## config.mk

```make
export PLATFORM = sky130hd
export DESIGN_NAME = mc_ctrl
export DESIGN_NICKNAME = d
export VERILOG_FILES = /design/src/rtl/mc_ctrl.sv
export SDC_FILE = /design/constraint.sdc
export NUM_CORES = 1
export LEC_CHECK = 0
export ABC_AREA = 1
export BUFFER_PORTS_ARGS = -buffer_cell sky130_fd_sc_hd__buf_2
export CAP_MARGIN = 30
export CORE_MARGIN = 4
export CORE_UTILIZATION = 51
export DETAILED_ROUTE_END_ITERATION = 10
export GPL_TIMING_DRIVEN = 0
export PLACE_DENSITY_LB_ADDON = 0.15
export SETUP_SLACK_MARGIN = 0.4
export SYNTH_ARGS = -nofsm -noshare
export SYNTH_HDL_FRONTEND = slang
export SYNTH_SLANG_ARGS = --single-unit
```

## constraint.sdc

```tcl
create_clock -name clk -period 1.45 [get_ports clk]
set_input_delay 0.0725 -clock clk [delete_from_list [all_inputs] [get_ports clk]]
set_output_delay 0.0725 -clock clk [all_outputs]
set_load 0.1 [all_outputs]
```

## src/rtl/mc_ctrl.sv

```systemverilog
// mc_ctrl: multicycle control unit for the 8-bit, 4-register CPU.
// Owns the PC and sequences FETCH -> DECODE -> execute / address / memory /
// write-back, driving the instruction-memory, register-file, ALU and
// data-memory controls. Instruction format: op[7:6] rs[5:4] rt[3:2] rd/imm[1:0].
// Build option: define SINGLE_STEP_EN to add the step/waiting ports and an
// IDLE state that gates every instruction fetch on a step pulse.
module mc_ctrl #(
    parameter int              PC_W     = 8,
    parameter logic [PC_W-1:0] RESET_PC = '0
) (
    input  logic            clk,
    input  logic            rst_n,
`ifdef SINGLE_STEP_EN
    input  logic            step,
    output logic            waiting,
`endif
    input  logic [7:0]      instr,
    input  logic            mem_ready,
    output logic [PC_W-1:0] pc,
    output logic [7:0]      ir,
    output logic            ir_load,
    output logic            alu_src_imm,
    output logic            reg_dst_rt,
    output logic            reg_write,
    output logic            mem_read,
    output logic            mem_write,
    output logic            halted,
    output logic            retired
);

    typedef enum logic [3:0] {
        ST_FETCH    = 4'd0,
        ST_DECODE   = 4'd1,
        ST_EXEC_ADD = 4'd2,
        ST_ADDR     = 4'd3,
        ST_MEM      = 4'd4,
        ST_WB       = 4'd5,
        ST_JUMP     = 4'd6,
        ST_HALT     = 4'd7
`ifdef SINGLE_STEP_EN
        ,
        ST_IDLE     = 4'd8
`endif
    } state_t;

    // State entered after reset and after each retired instruction.
`ifdef SINGLE_STEP_EN
    localparam state_t ST_NEXT = ST_IDLE;
`else
    localparam state_t ST_NEXT = ST_FETCH;
`endif

    state_t          state_q, state_d;
    logic [PC_W-1:0] pc_q, pc_d;
    logic [7:0]      ir_q, ir_d;

    logic [PC_W-1:0] pc_inc;
    logic [PC_W-1:0] jump_target;
    logic            is_store;

    assign pc_inc      = pc_q + {{(PC_W-1){1'b0}}, 1'b1};
    assign jump_target = {pc_q[PC_W-1:6], ir_q[5:0]};
    assign is_store    = (ir_q[7:6] == 2'b10);

    assign pc = pc_q;
    assign ir = ir_q;

    // State, PC and instruction register; reset acts immediately.
    always_ff @(posedge clk or negedge rst_n) begin
        if (!rst_n) begin
            state_q <= ST_NEXT;
            pc_q    <= RESET_PC;
            ir_q    <= 8'h00;
        end else begin
            state_q <= state_d;
            pc_q    <= pc_d;
            ir_q    <= ir_d;
        end
    end

    // Next-state, PC/IR updates and control outputs for the current state.
    always_comb begin
        state_d     = state_q;
        pc_d        = pc_q;
        ir_d        = ir_q;
        ir_load     = 1'b0;
        alu_src_imm = 1'b0;
        reg_dst_rt  = 1'b0;
        reg_write   = 1'b0;
        mem_read    = 1'b0;
        mem_write   = 1'b0;
        halted      = 1'b0;
        retired     = 1'b0;
`ifdef SINGLE_STEP_EN
        waiting     = 1'b0;
`endif
        case (state_q)
`ifdef SINGLE_STEP_EN
            ST_IDLE: begin
                waiting = 1'b1;
                if (step) state_d = ST_FETCH;
            end
`endif
            ST_FETCH: begin
                ir_load = 1'b1;
                ir_d    = instr;
                state_d = ST_DECODE;
            end
            ST_DECODE: begin
                case (ir_q[7:6])
                    2'b00:   state_d = ST_EXEC_ADD;
                    2'b11:   state_d = ST_JUMP;
                    default: state_d = ST_ADDR;
                endcase
            end
            ST_EXEC_ADD: begin
                reg_write = 1'b1;
                pc_d      = pc_inc;
                retired   = 1'b1;
                state_d   = ST_NEXT;
            end
            ST_ADDR: begin
                alu_src_imm = 1'b1;
                state_d     = ST_MEM;
            end
            ST_MEM: begin
                // Request is a pure function of the state so it holds steady
                // for the whole stall; completion is taken from mem_ready.
                alu_src_imm = 1'b1;
                mem_read    = !is_store;
                mem_write   = is_store;
                if (mem_ready) begin
                    if (is_store) begin
                        pc_d    = pc_inc;
                        retired = 1'b1;
                        state_d = ST_NEXT;
                    end else begin
                        state_d = ST_WB;
                    end
                end
            end
            ST_WB: begin
                reg_write   = 1'b1;
                reg_dst_rt  = 1'b1;
                alu_src_imm = 1'b1;
                pc_d        = pc_inc;
                retired     = 1'b1;
                state_d     = ST_NEXT;
            end
            ST_JUMP: begin
                // A jump to itself is the halt idiom.
                retired = 1'b1;
                if (jump_target == pc_q) begin
                    state_d = ST_HALT;
                end else begin
                    pc_d    = jump_target;
                    state_d = ST_NEXT;
                end
            end
            ST_HALT: begin
                halted = 1'b1;
            end
            default: begin
                state_d = ST_FETCH;
            end
        endcase
        // The reset state is FETCH (or IDLE); keep every control quiet while
        // rst_n is low so no fetch or write strobe escapes during reset.
        if (!rst_n) begin
            ir_load     = 1'b0;
            alu_src_imm = 1'b0;
            reg_dst_rt  = 1'b0;
            reg_write   = 1'b0;
            mem_read    = 1'b0;
            mem_write   = 1'b0;
            halted      = 1'b0;
            retired     = 1'b0;
`ifdef SINGLE_STEP_EN
            waiting     = 1'b0;
`endif
        end
    end

endmodule

```

==> out/results.txt, run 1 <==
Status: aborted with a tool error
Halt point of the flow: clock tree synthesis
Error: [ERROR DPL-0038] Utilization greater than 100%, impossible to legalize
CTS resizes: 118
Syn Nets: 172
Async SR Flop Fraction: 100.0%
Num ports: 35
Clock sink total: 19
Die X: 56.58 um
Port Buffers: 34
Clock Tree Buf Depth: 2
Inserted Clock Buffers: 3
Avg Cell Area, Syn: 7.618 um2
Post-CTS Setup Inserts: 21
Hold Buf Count CTS: 9
Synth unique cells: 27
# rows: 17
# placed instances: 220
Yosys reg bits: 19
Synth Flop Type: dfrtp_1
Post-synth EDFFs: 0
Syn. warnings: 0
CTS root buf: clkbuf_4
Synth Instances: 158
Cell Area, Synth: 0.001204 mm2
Sequential-to-total area share from yosys stat: 39.50%
GP Congestion: 0.7685
Post-DP HPWL: 2268 um
Die Y: 56.58 um
H-Tree Level Count: 1
Initial core utilization: 53.89%
-- cells by family after synthesis --
logic type               synth area share (%)
AND/OR/NAND/NOR                         35.45
buffers and inverters                   7.484
flip-flops                              39.50
AO/OA/AOI/OAI                           7.068
XOR/XNOR                                6.548
adder cells (fa/ha/maj)                 3.119
multiplexers                           0.8316
-- synthesized netlist by cell type, types with 2 or more instances --
cell | n | area [um2]
dfrtp_1 | 19 | 475.5
nand4_1 | 2 | 12.51
nand2_2 | 3 | 18.77
o21ai_1 | 4 | 20.02
inv_2 | 3 | 11.26
inv_1 | 14 | 52.55
nand2_4 | 3 | 33.78
nand3_1 | 9 | 45.04
nand2_1 | 52 | 195.2
nor2_4 | 3 | 33.78
xnor2_1 | 5 | 43.79
o21bai_1 | 2 | 15.01
nor2_1 | 12 | 45.04
a21oi_1 | 3 | 15.01
ha_1 | 3 | 37.54
xor2_1 | 4 | 35.03
o21ai_0 | 7 | 35.03
-- stage by stage --
stage	hold WS (ns)	setup WS (ns)	area, um2
after floorplan	-0.2231	-0.4772	1408
after global placement	0.04246	-0.2859	1613
after detailed placement	0.05230	-0.3696	1613
==> inputs of run 2 (changes only) <==
--- a/config.mk
+++ b/config.mk
@@ -8,12 +8,11 @@
 export ABC_AREA = 1
 export BUFFER_PORTS_ARGS = -buffer_cell sky130_fd_sc_hd__buf_2
 export CAP_MARGIN = 30
-export CORE_MARGIN = 4
-export CORE_UTILIZATION = 51
+export CORE_AREA = 4 4 65 67
 export DETAILED_ROUTE_END_ITERATION = 10
+export DIE_AREA = 0 0 69 71
 export GPL_TIMING_DRIVEN = 0
 export PLACE_DENSITY_LB_ADDON = 0.15
-export SETUP_SLACK_MARGIN = 0.4
 export SYNTH_ARGS = -nofsm -noshare
 export SYNTH_HDL_FRONTEND = slang
 export SYNTH_SLANG_ARGS = --single-unit
==> run 2 against run 1 <==
The flow now finishes, with violations (negative setup slack). Synthesized area is the same. Synthesized cell count is the same.
==> out/results.txt, run 2 <==
Status: finished, violations left
Failing checks: negative setup slack
Port Buffers: 34
Synth unique cells: 27
R2R setup slack: -0.09 ns
Sequential-to-total area share from yosys stat: 39.50%
DR DRC count: 0
CP peak stage delay: 0.43 ns
Largest family of logic cells by synthesized area: simple AND/OR/NAND/NOR gates
Slew HR: 40.72%
# rows: 22
Max Cap Violations: 0
Setup crit start kind: register
Crit end category: output pin
Post-route ant nets: 0
Clk_skew: 0.006998 ns
Number of global-route vias before repair: 1311
Synth area leader: dfrtp_1
Most instantiated cells after synthesis: nand2_1 (52), dfrtp_1 (19), inv_1 (14)
WP buf/inv: 3
Complex-gate fraction of the synthesized area: 7.069%
Core outline area: 0.003633 mm2
Initial core utilization: 33.13%
Ant diodes: 0
Synthesized-area fraction occupied by adder cells: 3.119%
Cell area after layout: 0.002061 mm2
CP delay by family, top: buffers and inverters
Most frequent cells in the layout: nand2_1 (41), buf_2 (27), buf_4 (14)
Total Routed Length: 3577 um
Synth area leaders: dfrtp_1 (40%), nand2_1 (16%), inv_1 (4.4%)
Clock sink total: 19
Placed cell areas: 0.001589 mm2
Reg2reg end: pc[2]
DRT Pass-1 Iters: 4
Die X: 69 um
Synth Instances: 158
Layout area overhead: 71.21%
Final Max Tran Viols: 0
Critical path type: register to output pin
CP Cell Sequence: inv_4, nand2_8, nor2_4, nand2_4, buf_12, nor2_4, buf_12
GP Congestion: 0.8812
Routed length per placed instance: 13.45 um
Clock Tree Buf Depth: 2
Top-count cell post-synth: nand2_1
Via density: 4.628
Final Setup Violations: 10
Hold Crit Start: instr[2]
Critical Path Slowest Stage Cell: dfrtp_1
RSZ-0062 raised after global routing: yes
Num ports: 35
Least-Margin Pin Slew: 0.8862 ns
FF-to-FF Start: ir[6]
Worst Reg2Reg Path Length in Cells: 10
Crit Path Max Fanout: 4
Global-route wire length before repair: 5892 um
Largest net degree at the start of global routing: 20
Synth top area share: 39.50%
CP arrival: 1.50 ns
CTS tree: done
DR vias: 1231
Most common cell after layout, fill and taps aside: nand2_1
CTS root buf: clkbuf_8
DRT iter0 DRCs: 30
Overall Global Routing Usage: 14.45%
Max Clock Freq: 0.6342 GHz
Setup ws final: -0.1269 ns
Reg clk slew, reported paths: 0.08 ns
XOR/XNOR Fraction of Synth Area: 6.549%
Async SR Flop Fraction: 100.0%
Syn. warnings: 0
Worst hold path type: input port to register
Mux cell area share after synthesis: 0.8316%
Period minus WS final: 1.577 ns
Final period util: 108.8%
Endpoints failing hold: 0
H-Tree Level Count: 1
Nets: 233
Yosys reg bits: 19
Initial antenna violation count: 0
Inserted Clock Buffers: 3
Syn Nets: 172
Critical path required time: 1.38 ns
Dpl ws: -0.3335 ns
Synth Flop Type: dfrtp_1
Post-Synth Simple-Gate Area: 35.45%
Worst Hold End: ir[2]
Cells on Worst Hold Path: 3
Layout cell share with drive strength beyond 1: 55.96%
Die ar.: 0.004899 mm2
Avg Cell Area, Syn: 7.618 um2
Clk Latency, worst-skew pair: 0.26 ns
Cell Area, Synth: 0.001204 mm2
GRT overflow: 0
Post-synth EDFFs: 0
Post-DP HPWL: 2318 um
Die Y: 71 um
[run 2: cell counts after synthesis]
Identical to the previous run, type by type.
[run 2: layout make-up]
class                      count  area (um2)
fill                         340        1573
multi-input combinational    119       840.8
sequential                    19       508.0
timing repair buffer          56       490.5
inverter                      18       93.84
tap                           48       60.06
clock buffer                   3       41.29
buffer                         2       18.77
clock inverter                 1       7.507
[run 2: how the worst max path moves through the flow]
| stage | start | to | slack, ns | cells past startpoint |
|---|---|---|---|---|
| finish | state_q[0] | mem_read | -0.13 | 7 |
| global route | ir[6] | retired | -0.18 | 7 |
| CTS | ir[6] | retired | -0.18 | 7 |
| detailed placement | rst_n | mem_write | -0.33 | 4 |
| global placement | rst_n | mem_write | -0.30 | 4 |
| floorplan | ir[6] | mem_write | -0.48 | 4 |
[run 2: worst register-to-register path, cell delays in order (launching register included)]
cell,delay [ns]
dfrtp_4,0.49
inv_4,0.07
ha_4,0.12
inv_4,0.04
nand2_4,0.09
nand2_4,0.07
buf_6,0.12
nor2_4,0.21
nand2_8,0.10
nand2_1,0.06
o21ai_1,0.05
[run 2: cell families (layout without fill, tap and decap cells)]
group	count (synthesis)	count (layout)
AO/OA/AOI/OAI	16	16
XOR/XNOR	9	9
adder cells (fa/ha/maj)	3	3
buffers and inverters	21	80
flip-flops	19	19
multiplexers	1	1
AND/OR/NAND/NOR	89	90
[run 2: through the flow]
| stage | std cells | utilization, % | hold slack, ns | setup TNS (ns) |
|---|---|---|---|---|
| final | 266 | 56.71 | 0.004722 | -0.8625 |
| after global routing | 266 | 56.71 | 0.002179 | -1.603 |
| after CTS | 263 | 54.75 | 0.0005746 | -1.011 |
| after detailed placement | 240 | 43.73 | 0.04737 | -1.894 |
| after global placement | 240 | 43.73 | 0.04604 | -1.714 |
| after floorplan | 158 | - | -0.2231 | -1.621 |
[run 2: layer usage]
metal	global-route usage, %	vias up	wire, um	share of wire, %
li1	-	616	-	-
met1	16.01	579	1473	41
met2	27.97	30	1898	53
met3	2.983	6	158	4.4
met4	3.471	0	46	1.3
met5	0	-	0	0
[run 2: what timing repair did]
item / CTS / global route
pin swaps: 13 / 13
gates cloned: 1 / 0
gates resized for setup: 50 / 15
hold endpoints to repair: 21 / 0
endpoints found under the setup margin: 14 / 17
setup buffers: 15 / 4
hold buffers: 3 / 0
Power of run 2 is not shown: default switching activity piles up to over one toggle a cycle in this logic, so the estimate is an artifact.
